### config.mk
export PLATFORM = sky130hd
export DESIGN_NAME = sec_ascii_formatter_flat
export DESIGN_NICKNAME = d
export VERILOG_FILES = /design/src/rtl/sec_ascii_formatter_if.sv /design/src/rtl/sec_ascii_formatter.sv /design/src/flat_wrapper.sv
export SDC_FILE = /design/constraint.sdc
export NUM_CORES = 1
export LEC_CHECK = 0
export ABC_AREA = 1
export CORE_UTILIZATION = 57
export CTS_CLUSTER_DIAMETER = 30
export CTS_CLUSTER_SIZE = 8
export DETAILED_ROUTE_END_ITERATION = 6
export HOLD_SLACK_MARGIN = 0.05
export PLACE_DENSITY = 0.9
export SLEW_MARGIN = 20
export SYNTH_ARGS = -nofsm -noshare
export SYNTH_HDL_FRONTEND = slang
export SYNTH_SLANG_ARGS = --single-unit
### constraint.sdc
create_clock -name clk_50m -period 1.8 [get_ports clk_50m]
set_input_delay 0.36 -clock clk_50m [delete_from_list [all_inputs] [get_ports clk_50m]]
set_output_delay 0.36 -clock clk_50m [all_outputs]
set_load 0.005 [all_outputs]
### src/rtl/sec_ascii_formatter_if.sv
// sec_ascii_formatter_if
//   Byte stream from the seconds formatter to the UART transmitter.
//   A byte transfers in any cycle where uart_tx_enable and uart_tx_ready are both high.
//   Signals:
//     uart_tx_data    8  ASCII byte (formatter -> UART)
//     uart_tx_enable  1  byte valid (formatter -> UART)
//     uart_tx_ready   1  UART can take a byte this cycle (UART -> formatter)
//   Modports: master = formatter side, slave = UART side.
interface sec_ascii_formatter_if;
  logic [7:0] uart_tx_data;
  logic       uart_tx_enable;
  logic       uart_tx_ready;

  modport master (output uart_tx_data, output uart_tx_enable, input uart_tx_ready);
  modport slave  (input uart_tx_data, input uart_tx_enable, output uart_tx_ready);
endinterface

### src/rtl/sec_ascii_formatter.sv
// sec_ascii_formatter
//   On each rising edge of pps, latches the seconds count, converts it to BCD with a
//   bit-serial double-dabble (one bit per cycle), then streams "DDDDD" plus CR LF (or LF
//   only when EOL_CRLF=0) to the UART, one byte per valid/ready transfer.
//   Optional build macro SEC_ZERO_SUPPRESS_EN: when defined, leading zero digits are
//   skipped (at least one digit is always sent).
//   Ports:
//     clk_50m   in   system clock
//     reset_n   in   asynchronous active-low reset
//     second    in   seconds count from the timer
//     pps       in   pulse-per-second level; rising edge starts a message
//     tx        if   master side of the UART byte stream (data/enable out, ready in)
//     busy      out  high from capture until the last byte transfers
//     overrun   out  one-cycle pulse when a pps edge is dropped
//
//   state | meaning
//   IDLE  | waiting for a pps rising edge
//   CONV  | double-dabble conversion, SEC_W cycles
//   SEND  | presenting digit/terminator bytes to the UART
module sec_ascii_formatter #(
  parameter int SEC_W    = 16,
  parameter bit EOL_CRLF = 1'b1
) (
  input  logic                  clk_50m,
  input  logic                  reset_n,
  input  logic [SEC_W-1:0]      second,
  input  logic                  pps,
  sec_ascii_formatter_if.master tx,
  output logic                  busy,
  output logic                  overrun
);
  // 5 BCD digits sit above the binary part of the shift register.
  localparam int SR_W  = SEC_W + 20;
  localparam int CNT_W = $clog2(SEC_W);

  typedef enum logic [1:0] {IDLE, CONV, SEND} state_t;

  state_t            state, state_nxt;
  logic              pps_q;
  logic              pps_evt;
  logic [SR_W-1:0]   sr, sr_nxt, sr_step;
  logic [CNT_W-1:0]  cnt, cnt_nxt;
  logic [2:0]        idx, idx_nxt, start_idx, last_idx;
  logic [3:0]        digit;
  logic [7:0]        tx_byte;

  assign pps_evt  = pps & ~pps_q;
  assign busy     = (state != IDLE);
  assign last_idx = EOL_CRLF ? 3'd6 : 3'd5;

  function automatic logic [SR_W-1:0] dabble(input logic [SR_W-1:0] v);
    logic [SR_W-1:0] t;
    t = v;
    for (int i = 0; i < 5; i++) begin
      if (v[SEC_W+4*i +: 4] >= 4'd5)
        t[SEC_W+4*i +: 4] = v[SEC_W+4*i +: 4] + 4'd3;
    end
    return {t[SR_W-2:0], 1'b0};
  endfunction

  assign sr_step = dabble(sr);

  // Byte index 0..4 are digits MSD first, 5..6 the terminator. The first index is
  // chosen from the final dabble result so no idle cycle is spent skipping zeros.
`ifdef SEC_ZERO_SUPPRESS_EN
  logic seen_nz;
  always_comb begin
    start_idx = 3'd0;
    seen_nz   = 1'b0;
    for (int i = 4; i >= 1; i--) begin
      if (!seen_nz && sr_step[SEC_W+4*i +: 4] == 4'd0)
        start_idx = start_idx + 3'd1;
      else
        seen_nz = 1'b1;
    end
  end
`else
  assign start_idx = 3'd0;
`endif

  always_comb begin
    case (idx)
      3'd0:    digit = sr[SEC_W+16 +: 4];
      3'd1:    digit = sr[SEC_W+12 +: 4];
      3'd2:    digit = sr[SEC_W+8  +: 4];
      3'd3:    digit = sr[SEC_W+4  +: 4];
      default: digit = sr[SEC_W    +: 4];
    endcase
  end

  always_comb begin
    if (idx <= 3'd4)
      tx_byte = 8'h30 + {4'h0, digit};
    else if (idx == 3'd5 && EOL_CRLF)
      tx_byte = 8'h0D;
    else
      tx_byte = 8'h0A;
  end

  always_ff @(posedge clk_50m or negedge reset_n) begin
    if (!reset_n) begin
      state   <= IDLE;
      pps_q   <= 1'b0;
      sr      <= '0;
      cnt     <= '0;
      idx     <= '0;
      overrun <= 1'b0;
    end else begin
      state   <= state_nxt;
      pps_q   <= pps;
      sr      <= sr_nxt;
      cnt     <= cnt_nxt;
      idx     <= idx_nxt;
      overrun <= pps_evt & busy;
    end
  end

  always_comb begin
    state_nxt         = state;
    sr_nxt            = sr;
    cnt_nxt           = cnt;
    idx_nxt           = idx;
    tx.uart_tx_enable = 1'b0;
    tx.uart_tx_data   = 8'h00;
    case (state)
      IDLE: begin
        if (pps_evt) begin
          sr_nxt    = {20'd0, second};
          cnt_nxt   = CNT_W'(SEC_W - 1);
          state_nxt = CONV;
        end
      end
      CONV: begin
        sr_nxt = sr_step;
        if (cnt == '0) begin
          state_nxt = SEND;
          idx_nxt   = start_idx;
        end else begin
          cnt_nxt = cnt - CNT_W'(1);
        end
      end
      SEND: begin
        tx.uart_tx_enable = 1'b1;
        tx.uart_tx_data   = tx_byte;
        if (tx.uart_tx_ready) begin
          if (idx == last_idx)
            state_nxt = IDLE;
          else
            idx_nxt = idx + 3'd1;
        end
      end
      default: state_nxt = IDLE;
    endcase
  end
endmodule

### src/flat_wrapper.sv
// flat-port wrapper written by rule: the top's interface ports become plain ports
module sec_ascii_formatter_flat 
#(
  parameter int SEC_W    = 16,
  parameter bit EOL_CRLF = 1'b1
)
  (clk_50m, reset_n, second, pps, busy, overrun, tx_uart_tx_data, tx_uart_tx_enable, tx_uart_tx_ready);
  sec_ascii_formatter_if tx_i ();
  input  logic clk_50m;
  input  logic reset_n;
  input  logic [SEC_W-1:0] second;
  input  logic pps;
  output logic busy;
  output logic overrun;
  output wire logic [$bits(tx_i.uart_tx_data)-1:0] tx_uart_tx_data;
  output wire logic [$bits(tx_i.uart_tx_enable)-1:0] tx_uart_tx_enable;
  input wire logic [$bits(tx_i.uart_tx_ready)-1:0] tx_uart_tx_ready;
  assign tx_uart_tx_data = tx_i.uart_tx_data;
  assign tx_uart_tx_enable = tx_i.uart_tx_enable;
  assign tx_i.uart_tx_ready = tx_uart_tx_ready;
  sec_ascii_formatter #(.SEC_W(SEC_W), .EOL_CRLF(EOL_CRLF)) u_core (.clk_50m(clk_50m), .reset_n(reset_n), .second(second), .pps(pps), .tx(tx_i), .busy(busy), .overrun(overrun));
endmodule
### Word-level counts from Yosys, hierarchy flattened

Index checks and enable logic that the tools add are counted.

* output and inout port bits: 11
* bits in registers: 47
* word-level logic and storage cells: 70
* bits of input ports: 20

* $lt $le $gt $ge: 6
* reductions and logical operators: 10
* bitwise gates (word level): 3
* add/subtract/negate cells: 8
* eq/ne operators: 13
* mux-type cells: 24

Operators by type and width (number)
* case mux 36 bit (2 select lines): 1
* two-way mux 36 bit: 1
* two-way mux 4 bit: 6
* >= comparator 4 x 3 -> 1 bit (second input constant): 5
* adder 4 x 2 -> 4 bit (second input constant): 4
* two-way mux 8 bit: 2
* case mux 4 bit (4 select lines): 1
* two-way mux 3 bit: 5
* two-way mux 2 bit: 4
* case mux 4 bit (2 select lines): 1
* AND reduction 4 bit: 2
* adder 6 x 4 -> 7 bit (first input constant): 1
* equality test 3 x 2 -> 1 bit (second input constant): 2
* equality test 3 bit (second input constant): 2
* != test 2 x 1 -> 1 bit (second input constant): 3
* != test 2 bit (second input constant): 3
* case mux 2 bit (3 select lines): 1
* case mux 3 bit (2 select lines): 1
* nonzero test 2 bit: 3
* zero test 4 bit: 1
* subtractor 4 x 1 -> 4 bit (second input constant): 1
* adder 3 x 1 -> 3 bit (second input constant): 1
* adder 3 x 2 -> 3 bit (second input constant): 1
* equality test 3 x 1 -> 1 bit (second input constant): 1
* 10 further kinds: 11

### Longest topological paths before layout

Gate-level depths: netlist of run 1.

* depth after elaboration: 5
* gate-level depth with buffers: 10
* mapped depth without buffers: 10

### Least setup slack after synthesis of run 1

OpenSTA, ideal clock, no wires.

* path type: reg-to-output
* from: register u_core.idx[0]
* to: output port tx_uart_tx_data[1]
* cell stages (with the launch flop): 8
* data arrival time: 1293 ps
* path slack: 147 ps
* buffers on the path: 0
* data required time: 1440 ps
* path through: dfrtp_1 ha_1 ha_1 a21oi_2 nand3_1 nand2_1 nand2_1 a21oi_1

* longest elaborated chain between the ends: 5
* elaborated cells between the ends (all ways): 11
* those cells by class: add/sub (1); order compare (1); eq/ne (4); mux (4); reduce/logical (1)

Ends and longest elaborated chain
* start, declared: RTL line sec_ascii_formatter.sv:43 `logic [2:0] idx, idx_nxt, start_idx, last_idx;`
* start signal, assigned: RTL line sec_ascii_formatter.sv:113 `idx <= idx_nxt;`
* equality test 3 x 2 -> 1 bit (tied with other cells): RTL line sec_ascii_formatter.sv:82 `case (idx)`
* case mux 4 bit (4 select lines): RTL line sec_ascii_formatter.sv:82
* adder 6 x 4 -> 7 bit: RTL line sec_ascii_formatter.sv:93 `tx_byte = 8'h30 + {4'h0, digit};`
* two-way mux 8 bit (*): RTL line sec_ascii_formatter.sv:92 `if (idx <= 3'd4)`
* two-way mux 8 bit (*): RTL line sec_ascii_formatter.sv:125 `case (state)`
* end, declared: RTL line flat_wrapper.sv:15 `output wire logic [$bits(tx_i.uart_tx_data)-1:0] tx_uart_tx_data;`

Mark *: on every way between the ends. The rest lies on a longest branch, timed or not.

### Final worst setup path of run 1

* from: register u_core.idx[0]
* to: output port tx_uart_tx_data[0]

Same word-level chain as after synthesis.

==> impl_metrics.json, run 1 <==
{
  "outcome": "finished, violations left",
  "violations": "setup timing",
  "regArea_mm2": 0.001180,
  "via_count": 2585,
  "dr.pass1.iters": 6,
  "wire_per_inst_um": 13.89,
  "drive_gt1_share_pct": 25.78,
  "fp.dieH_um": 74.60,
  "cp-end-kind": "output port",
  "fmax_mhz": 466.8,
  "endpoint": "tx_uart_tx_data[0]",
  "fillCellCount": 356,
  "worstSetupPathType": "reg2out",
  "start_util_pct": 59.20,
  "synthCells": 364,
  "post-route-min-period_ns": 2.142,
  "gp_congestion": 0.9019,
  "clock_skew_ns": 0.01251,
  "postRouteAntennaNets": 0,
  "wl_um": 6739,
  "leakagePower_nw": 1.792,
  "drv_slew": 0,
  "reg2reg_depth": 9,
  "h-tree-depth": 2,
  "r2r_end": "u_core.sr[25]",
  "antenna_found_initial": 0,
  "rsz0062_at_grt": "true",
  "critPathArrivalTime_ns": 1.78,
  "cts_tree": "done",
  "overflow": 0,
  "setup_ws_ns": -0.3422,
  "drv_cap": 0,
  "finalSetupTns_ns": -1.324,
  "hold_viol": 0,
  "required_ns": 1.44,
  "multi_input_area_mm2": 0.001570,
  "numCtsBuffers": 5,
  "crit_path_start": "u_core.idx[0]",
  "rows": 26,
  "portBuffers": 28,
  "drtIter0Drc": 153,
  "synth_seq_cells": 47,
  "cts_sinks": 47,
  "cts.path.max_buffers": 2,
  "grt_pass1_vias": 2578,
  "syn_avg_cell_area_um2": 8.253,
  "timing.final.crit_share_pct": 119.0,
  "clk_pin_slew_ns": 0.10,
  "drc": 0,
  "clk_latency_ns": 0.31,
  "core_mm2": 0.005075,
  "cp_max_fo": 3,
  "peakVddDrop_mv": 1.255,
  "fin_nets": 450,
  "num_io_pins": 31,
  "areaGrowthSynthToFinish_pct": 24.28,
  "grt_pass1_wl_um": 11180,
  "synth_area_mm2": 0.003004,
  "setup-violations-final": 6,
  "cp-start-kind": "register",
  "vias_per_cell": 5.330,
  "synth_cell_types": 35,
  "timing.rr.start": "u_core.sr[24]",
  "grt_usage_pct": 26.84,
  "hold_path.class": "in2reg",
  "fin_cells": 485,
  "grt_max_degree": 48,
  "synth_warnings": 0,
  "fp.dieArea_mm2": 0.005564,
  "rrSetupSlack_ns": 0.18,
  "p_per_area_mw_per_mm2": 1690,
  "cts-root-buf": "clkbuf_8",
  "dp_hpwl_um": 4684,
  "dpl.cell_count": 470,
  "n_antenna_cell": 0,
  "die_x_um": 74.60,
  "yosysSeqAreaShare_pct": 39.15
}
-- routing by layer --
| metal | share of wire [%] | track usage (%) |
|---|---|---|
| met5 | 0 | 0 |
| met2 | 53 | 49.05 |
| met3 | 3.5 | 5.149 |
| met1 | 42 | 31.56 |
| met4 | 1.4 | 8.595 |
-- registers in the layout, summed over array words and instances, names as in the netlist --
name,count
u_core.overrun,1
u_core.pps_q,1
u_core.sr,36
u_core.idx,3
u_core.state,2
u_core.cnt,4
-- cell type report --
cell class,instances,area share [%]
inverter,64,6.568
multi-input combinational,241,42.06
tap,70,2.346
timing repair buffer,55,14.41
clock buffer,5,1.843
clock inverter,3,1.173
sequential,47,31.60
-- worst min-delay path by stage --
stage / start / endpoint / slack [ns] / cells past startpoint
5_1_grt: pps / u_core.pps_q / 0.50 / 1
3_3_place_gp: reset_n / u_core.sr[23] / 0.36 / 2
6_report: pps / u_core.pps_q / 0.50 / 1
3_5_place_dp: reset_n / u_core.sr[22] / 0.36 / 2
2_1_floorplan: reset_n / u_core.cnt[0] / 0.06 / 0
4_1_cts: pps / u_core.pps_q / 0.50 / 1
-- kinds of logic after synthesis --
group                    Yosys count  synth area share [%]
AND/OR/NAND/NOR                  143                 20.74
buffers and inverters             77                 12.29
AO/OA/AOI/OAI                     76                 19.87
flip-flops                        47                 39.15
adder cells (fa/ha/maj)           16                 6.664
XOR/XNOR                           4                 1.166
other                              1                0.1248
-- metrics by stage --
stage | area (um2) | setup WS (ns) | util (%) | hold WS (ns) | total power, mW
2_1_floorplan | 3008 | 0.1467 | - | 0.06441 | 4.314
3_5_place_dp | 3470 | -0.3906 | 68.37 | 0.3641 | 5.272
4_1_cts | 3705 | -0.3330 | 73.00 | 0.5043 | 6.237
6_report | 3734 | -0.3422 | 73.57 | 0.5047 | 6.311
5_1_grt | 3734 | -0.4227 | 73.57 | 0.5036 | 6.796
3_3_place_gp | 3470 | -0.3424 | 68.37 | 0.3643 | 5.061
-- power breakdown --
part	leakage (nW)	total [mW]	internal [mW]	switching, mW
Sequential	0.586	1.81	1.50	0.306
Clock	0.0581	0.796	0.414	0.382
Combinational	1.15	3.70	1.55	2.15
Total	1.79	6.31	3.47	2.84
-- repair_timing --
action / CTS / global route
endpoints found under the hold margin: 47 / 0
gates resized for setup: 56 / 6
hold buffers: 1 / 0
endpoints found under the setup margin: 7 / 6
pin swaps: 11 / 8
buffers inserted: 6 / 0
-- synth_stat cells --
cell,number,share of area (%)
dfrtp_1,47,39
inv_2,1,0.12
nand2_4,2,0.75
nand3_2,1,0.33
o211ai_2,10,4.2
nand2_2,2,0.42
o211ai_1,6,1.5
nor2_4,1,0.37
buf_8,1,0.50
buf_2,2,0.33
buf_6,2,0.75
xor2_1,4,1.2
ha_1,16,6.7
o32ai_1,4,1.2
inv_1,62,7.7
buf_4,6,1.5
buf_12,1,0.67
nor2_2,1,0.21
conb_1,1,0.12
o21ai_1,5,0.83
o21ai_0,22,3.7
a21oi_2,1,0.29
a31oi_1,1,0.21
clkbuf_8,1,0.46
or2_1,1,0.21
o22ai_1,1,0.21
nand3_1,24,4.0
o22ai_2,4,1.7
inv_4,1,0.21
nor2_1,30,3.7
nand2_8,1,0.67
o21ai_2,20,5.8
nor3_1,1,0.17
nand2_1,79,9.9
a21oi_1,2,0.33
-- cell usage in the layout (no fill, tap or decap), types with 2 or more instances in the layout --
master,n
a21oi_1,2
buf_12,6
buf_2,7
buf_4,16
buf_6,4
clkbuf_8,5
clkdlybuf4s50_1,19
conb_1,2
dfrtp_1,44
dfrtp_2,3
dlygate4sd2_1,2
ha_1,11
ha_4,5
inv_1,58
inv_2,4
inv_4,2
nand2_1,78
nand2_2,3
nand2_4,2
nand3_1,22
nand3_2,3
nor2_1,26
nor2_2,5
o211ai_1,6
o211ai_2,10
o21ai_0,19
o21ai_1,6
o21ai_2,21
o22ai_2,4
o32ai_1,4
xor2_1,4
-- worst max-delay path, cell delays in order, from the launching register on --
cell and delay, ns:
dfrtp_2 0.47, buf_6 0.14, ha_4 0.17, o21ai_4 0.15, buf_6 0.13, nand3_1 0.09, nand3_1 0.10, nand2_1 0.07
inv_1 0.05, buf_2 0.10
No activity file was read; power rests on OpenSTA's default activity.
==> inputs of run 2 (changes only) <==
--- a/config.mk
+++ b/config.mk
@@ -6,12 +6,12 @@
 export NUM_CORES = 1
 export LEC_CHECK = 0
 export ABC_AREA = 1
-export CORE_UTILIZATION = 57
+export CORE_UTILIZATION = 52
 export CTS_CLUSTER_DIAMETER = 30
 export CTS_CLUSTER_SIZE = 8
 export DETAILED_ROUTE_END_ITERATION = 6
 export HOLD_SLACK_MARGIN = 0.05
-export PLACE_DENSITY = 0.9
+export PLACE_DENSITY = 0.87
 export SLEW_MARGIN = 20
 export SYNTH_ARGS = -nofsm -noshare
 export SYNTH_HDL_FRONTEND = slang
==> constraint.sdc (replaced) <==
create_clock -name clk_50m -period 1.9 [get_ports clk_50m]
set_input_delay 0.38 -clock clk_50m [delete_from_list [all_inputs] [get_ports clk_50m]]
set_output_delay 0.38 -clock clk_50m [all_outputs]
set_load 0.005 [all_outputs]
==> impl_metrics.json, run 2 (synthesis results as in run 1) <==
{
  "numCtsBuffers": 5,
  "hold_viol": 0,
  "fp.dieH_um": 78.01,
  "outcome": "finished, violations left",
  "fin_hold_ws_ns": 0.04271,
  "grt_pass1_vias": 2571,
  "critPathArrivalTime_ns": 1.77,
  "clk_latency_ns": 0.30,
  "leakagePower_nw": 1.765,
  "cp-start-kind": "register",
  "die_x_um": 78.01,
  "areaGrowthSynthToFinish_pct": 21.95,
  "gp_congestion": 0.8442,
  "drc": 0,
  "cts.path.max_buffers": 2,
  "dr.pass1.iters": 4,
  "drive_gt1_share_pct": 23.36,
  "clock_skew_ns": 0.01088,
  "fin_nets": 446,
  "slew_headroom_pct": 63.66,
  "peakVddDrop_mv": 0.7895,
  "violations": "setup timing",
  "cts-root-buf": "clkbuf_8",
  "antenna_found_initial": 0,
  "cpMaxStageDelayCell": "dfrtp_1",
  "portBuffers": 28,
  "core_mm2": 0.005540,
  "final_common_cell": "nand2_1",
  "top_register": "u_core.sr",
  "wl_um": 6578,
  "fp.dieArea_mm2": 0.006085,
  "top_regs": "u_core.sr: 36 flops, u_core.cnt: 4 flops, u_core.idx: 3 flops",
  "cts_tree": "done",
  "finalSetupTns_ns": -1.049,
  "drtIter0Drc": 148,
  "required_ns": 1.52,
  "dp_hpwl_um": 4550,
  "cpPeakStageDelay_ns": 0.45,
  "num_io_pins": 31,
  "rsz0062_at_grt": "true",
  "vias_per_cell": 5.373,
  "hold_path.class": "in2async",
  "cts_hold_buf": 0,
  "tightestPinTransition_ns": 0.5451,
  "post-route-min-period_ns": 2.147,
  "rows": 27,
  "n_antenna_cell": 0,
  "intPower_mw": 3.269,
  "p_comb_share_pct": 56.1,
  "power_frac_clock_pct": 14.7,
  "drv_slew": 0,
  "fmax_mhz": 465.8,
  "critical_path.most_common_cell": "nand2_1",
  "grt_max_degree": 38,
  "p_sw_mw": 2.621,
  "grt_usage_pct": 23.44,
  "largest_reg_flops": 36,
  "setup-violations-final": 6,
  "wire_per_inst_um": 13.62,
  "worstSetupPathType": "reg2out",
  "cp_max_fo": 4,
  "swShare_pct": 44.49,
  "h-tree-depth": 2,
  "pwr-share-seq_pct": 29.2,
  "path_cells": "ha_4 -> ha_4 -> buf_6 -> nand2_1 -> nand2_1 -> nor2_1 -> nand2_1 -> nand2_1 -> a21oi_1 -> buf_2",
  "via_count": 2595,
  "postRouteAntennaNets": 0,
  "timing.final.crit_share_pct": 113.0,
  "drv_cap": 0,
  "grt_pass1_wl_um": 11160,
  "p_per_area_mw_per_mm2": 1608,
  "cp-end-kind": "output port",
  "clk_pin_slew_ns": 0.09,
  "layout_common_cells": "77 x nand2_1, 59 x inv_1, 46 x dfrtp_1",
  "cts_sinks": 47,
  "overflow": 0,
  "start_util_pct": 54.22,
  "setup_ws_ns": -0.2470
}
run 2: changes by cell type in the layout (fill, tap and decap cells not counted), sizes merged, moves of 2 or more:
| cell | delta |
|---|---|
| clkdlybuf4s15 | +2 |
| dlygate4sd2 | -2 |
| buf | -5 |
| clkinv | -2 |
run 2: cell type report:
type,instances,area (um2)
sequential,47,1177
tap,72,90.09
timing repair buffer,51,462.9
fill,430,1877
multi-input combinational,241,1558
inverter,64,242.7
clock buffer,6,72.57
clock inverter,2,60.06
run 2: worst paths after layout:
| check | start | end | slack [ns] | depth (start not counted) |
|---|---|---|---|---|
| min in group clk_50m | u_core.sr[14] | u_core.sr[14] | 0.53 | 2 |
| setup reg to reg | u_core.sr[24] | u_core.sr[26] | 0.25 | 10 |
| setup / recovery | u_core.idx[0] | tx_uart_tx_data[1] | -0.25 | 10 |
| hold reg to reg | u_core.sr[14] | u_core.sr[14] | 0.53 | 2 |
| hold / removal | reset_n | u_core.sr[23] | 0.04 | 1 |
| max in group asynchronous | reset_n | u_core.sr[27] | 1.21 | 2 |
run 2: worst max-delay path: cells and delay by family (launching register included):
kind,cells,cell delay (ns)
fa+ha+maj,2,0.37
flops,1,0.45
buf+inv,2,0.24
compound gates,1,0.05
simple gates,5,0.34
run 2: stage by stage:
| step | power (mW) | utilization (%) | instances | area, um2 | setup WS (ns) |
|---|---|---|---|---|---|
| finish | 5.890 | 66.12 | 483 | 3664 | -0.2470 |
| floorplan | 4.087 | - | 365 | 3008 | 0.2267 |
| global placement | 4.658 | 61.50 | 470 | 3407 | -0.2661 |
| detailed placement | 4.820 | 61.50 | 470 | 3407 | -0.3377 |
| global route | 6.373 | 66.12 | 483 | 3664 | -0.3579 |
| CTS | 5.814 | 65.33 | 483 | 3620 | -0.2540 |
run 2: power by group through the flow:
stage          sequential [mW]  combinational [mW]  clock (mW)
6_report                  1.72                3.31       0.868
5_1_grt                   1.75                3.71       0.917
4_1_cts                   1.69                3.25       0.876
3_5_place_dp              1.72                3.10           0
3_3_place_gp              1.70                2.96           0
2_1_floorplan             1.63                2.46           0
run 2: per-layer routing:
| metal | share of wire (%) | track usage (%) | routed length [um] |
|---|---|---|---|
| met5 | 0 | 0 | 0 |
| met2 | 50 | 40.35 | 3303 |
| met3 | 4.5 | 4.235 | 298 |
| met1 | 42 | 28.82 | 2789 |
| met4 | 2.8 | 9.815 | 187 |
run 2: repair_timing:
| action | CTS | global route |
|---|---|---|
| gates resized for setup | 40 | 10 |
| setup endpoints to repair | 7 | 8 |
| pin swaps | 11 | 10 |
| buffers inserted | 5 | 0 |
==> inputs of run 3 (changes only) <==
--- a/config.mk
+++ b/config.mk
@@ -6,12 +6,15 @@
 export NUM_CORES = 1
 export LEC_CHECK = 0
 export ABC_AREA = 1
-export CORE_UTILIZATION = 52
+export CELL_PAD_IN_SITES_DETAIL_PLACEMENT = 1
+export CELL_PAD_IN_SITES_GLOBAL_PLACEMENT = 1
+export CORE_UTILIZATION = 39
 export CTS_CLUSTER_DIAMETER = 30
 export CTS_CLUSTER_SIZE = 8
 export DETAILED_ROUTE_END_ITERATION = 6
 export HOLD_SLACK_MARGIN = 0.05
 export PLACE_DENSITY = 0.87
+export SKIP_CTS_REPAIR_TIMING = 1
 export SLEW_MARGIN = 20
 export SYNTH_ARGS = -nofsm -noshare
 export SYNTH_HDL_FRONTEND = slang
==> constraint.sdc (replaced) <==
create_clock -name clk_50m -period 1.9 [get_ports clk_50m]
set_input_delay 0.285 -clock clk_50m [delete_from_list [all_inputs] [get_ports clk_50m]]
set_output_delay 0.285 -clock clk_50m [all_outputs]
set_load 0.005 [all_outputs]
==> impl_metrics.json, run 3 (synthesis results as in run 1) <==
{
  "wire_per_inst_um": 14.47,
  "hold_viol": 0,
  "crit_buf_inv": 2,
  "setup_ws_ns": -0.1759,
  "die_x_um": 89.77,
  "final_common_cell": "nand2_1",
  "cpPeakStageDelay_ns": 0.43,
  "cp_max_fo": 4,
  "clock_skew_ns": 0.009131,
  "start_util_pct": 40.98,
  "cp-start-kind": "register",
  "dp_hpwl_um": 5313,
  "rsz0062_at_grt": "true",
  "fmax_mhz": 481.7,
  "required_ns": 1.62,
  "critical_path.most_common_cell": "nand2_1",
  "grt_usage_pct": 19.33,
  "worstSetupPathType": "reg2out",
  "clk_pin_slew_ns": 0.09,
  "gp_congestion": 0.7990,
  "p_per_area_mw_per_mm2": 1561,
  "power_mw": 5.667,
  "cts_tree": "done",
  "n_antenna_cell": 0,
  "drive_gt1_share_pct": 22.20,
  "timing.final.crit_share_pct": 109.3,
  "drv_cap": 0,
  "dr.pass1.iters": 4,
  "cts_sinks": 47,
  "drc": 0,
  "top_register": "u_core.sr",
  "wl_um": 7365,
  "violations": "setup timing",
  "drv_slew": 0,
  "core_mm2": 0.007331,
  "numCtsBuffers": 5,
  "cts-root-buf": "clkbuf_8",
  "peakVddDrop_mv": 0.6766,
  "grt_pass1_wl_um": 12570,
  "grt_pass1_vias": 2656,
  "fp.dieH_um": 89.77,
  "cpMaxStageDelayCell": "dfrtp_1",
  "rows": 31,
  "clk_latency_ns": 0.31,
  "antenna_found_initial": 0,
  "fin_nets": 445,
  "fp.dieArea_mm2": 0.008058,
  "vias_per_cell": 5.053,
  "h-tree-depth": 2,
  "cts.path.max_buffers": 2,
  "leakagePower_nw": 1.757,
  "grt_max_degree": 48,
  "num_io_pins": 31,
  "via_count": 2572,
  "areaGrowthSynthToFinish_pct": 20.82,
  "hold_path.class": "in2reg",
  "largest_reg_flops": 36,
  "portBuffers": 28,
  "cp-end-kind": "output port",
  "critPathArrivalTime_ns": 1.79,
  "postRouteAntennaNets": 0,
  "layout_common_cells": "77 x nand2_1, 60 x inv_1, 46 x dfrtp_1",
  "post-route-min-period_ns": 2.076,
  "fin_hold_ws_ns": 0.4349,
  "drtIter0Drc": 103,
  "top_regs": "u_core.sr: 36 flops, u_core.cnt: 4 flops, u_core.idx: 3 flops",
  "setup-violations-final": 4,
  "overflow": 0,
  "path_cells": "ha_2 -> ha_4 -> buf_6 -> nand2_1 -> nand2_1 -> nor2_1 -> nand2_1 -> nand2_1 -> a21oi_1 -> clkbuf_2",
  "outcome": "finished, violations left",
  "finalSetupTns_ns": -0.6587,
  "critPathTopFamily": "flip-flops"
}
==> run 3: final cells by class <==
type	instances	area, um2
well taps	99	123.9
clock inverters	1	5.005
inverters	64	242.7
fillers	882	3701
multi-input cells	241	1535
flip-flops and latches	47	1177
repair buffers	50	469.2
clock buffers	7	76.32
==> run 3: final timing paths <==
kind	from	endpoint	slack (ns)	cells after the start
setup / recovery	u_core.idx[1]	tx_uart_tx_data[1]	-0.18	10
hold / removal	pps	u_core.pps_q	0.43	1
setup reg to reg	u_core.sr[24]	u_core.sr[26]	0.27	9
hold reg to reg	u_core.sr[13]	u_core.sr[13]	0.53	2
max in group asynchronous	reset_n	u_core.state[0]	1.17	3
min in group asynchronous	reset_n	u_core.sr[22]	0.47	3
==> run 3: power breakdown <==
part / switching [mW] / internal [mW]
Combinational: 2.02 / 1.31
Sequential: 0.298 / 1.42
Clock: 0.351 / 0.259
Total: 2.67 / 2.99
==> run 3: per-stage QoR <==
| step | worst slack [ns] | util [%] | std cells | area, um2 |
|---|---|---|---|---|
| after global placement | -0.1839 | 47.00 | 496 | 3446 |
| after CTS | -0.5855 | 48.11 | 504 | 3527 |
| final | -0.1759 | 49.51 | 509 | 3630 |
| after global routing | -0.3105 | 49.51 | 509 | 3630 |
| after floorplan | 0.3217 | - | 365 | 3008 |
| after detailed placement | -0.2356 | 47.00 | 496 | 3446 |
==> run 3: layer usage <==
metal | global-route usage [%] | up-vias | wire length (um)
met1 | 24.75 | 1265 | 3480
li1 | - | 1257 | -
met3 | 3.299 | 9 | 206
met4 | 6.831 | 0 | 117
met2 | 32.82 | 41 | 3560
met5 | 0 | - | 0
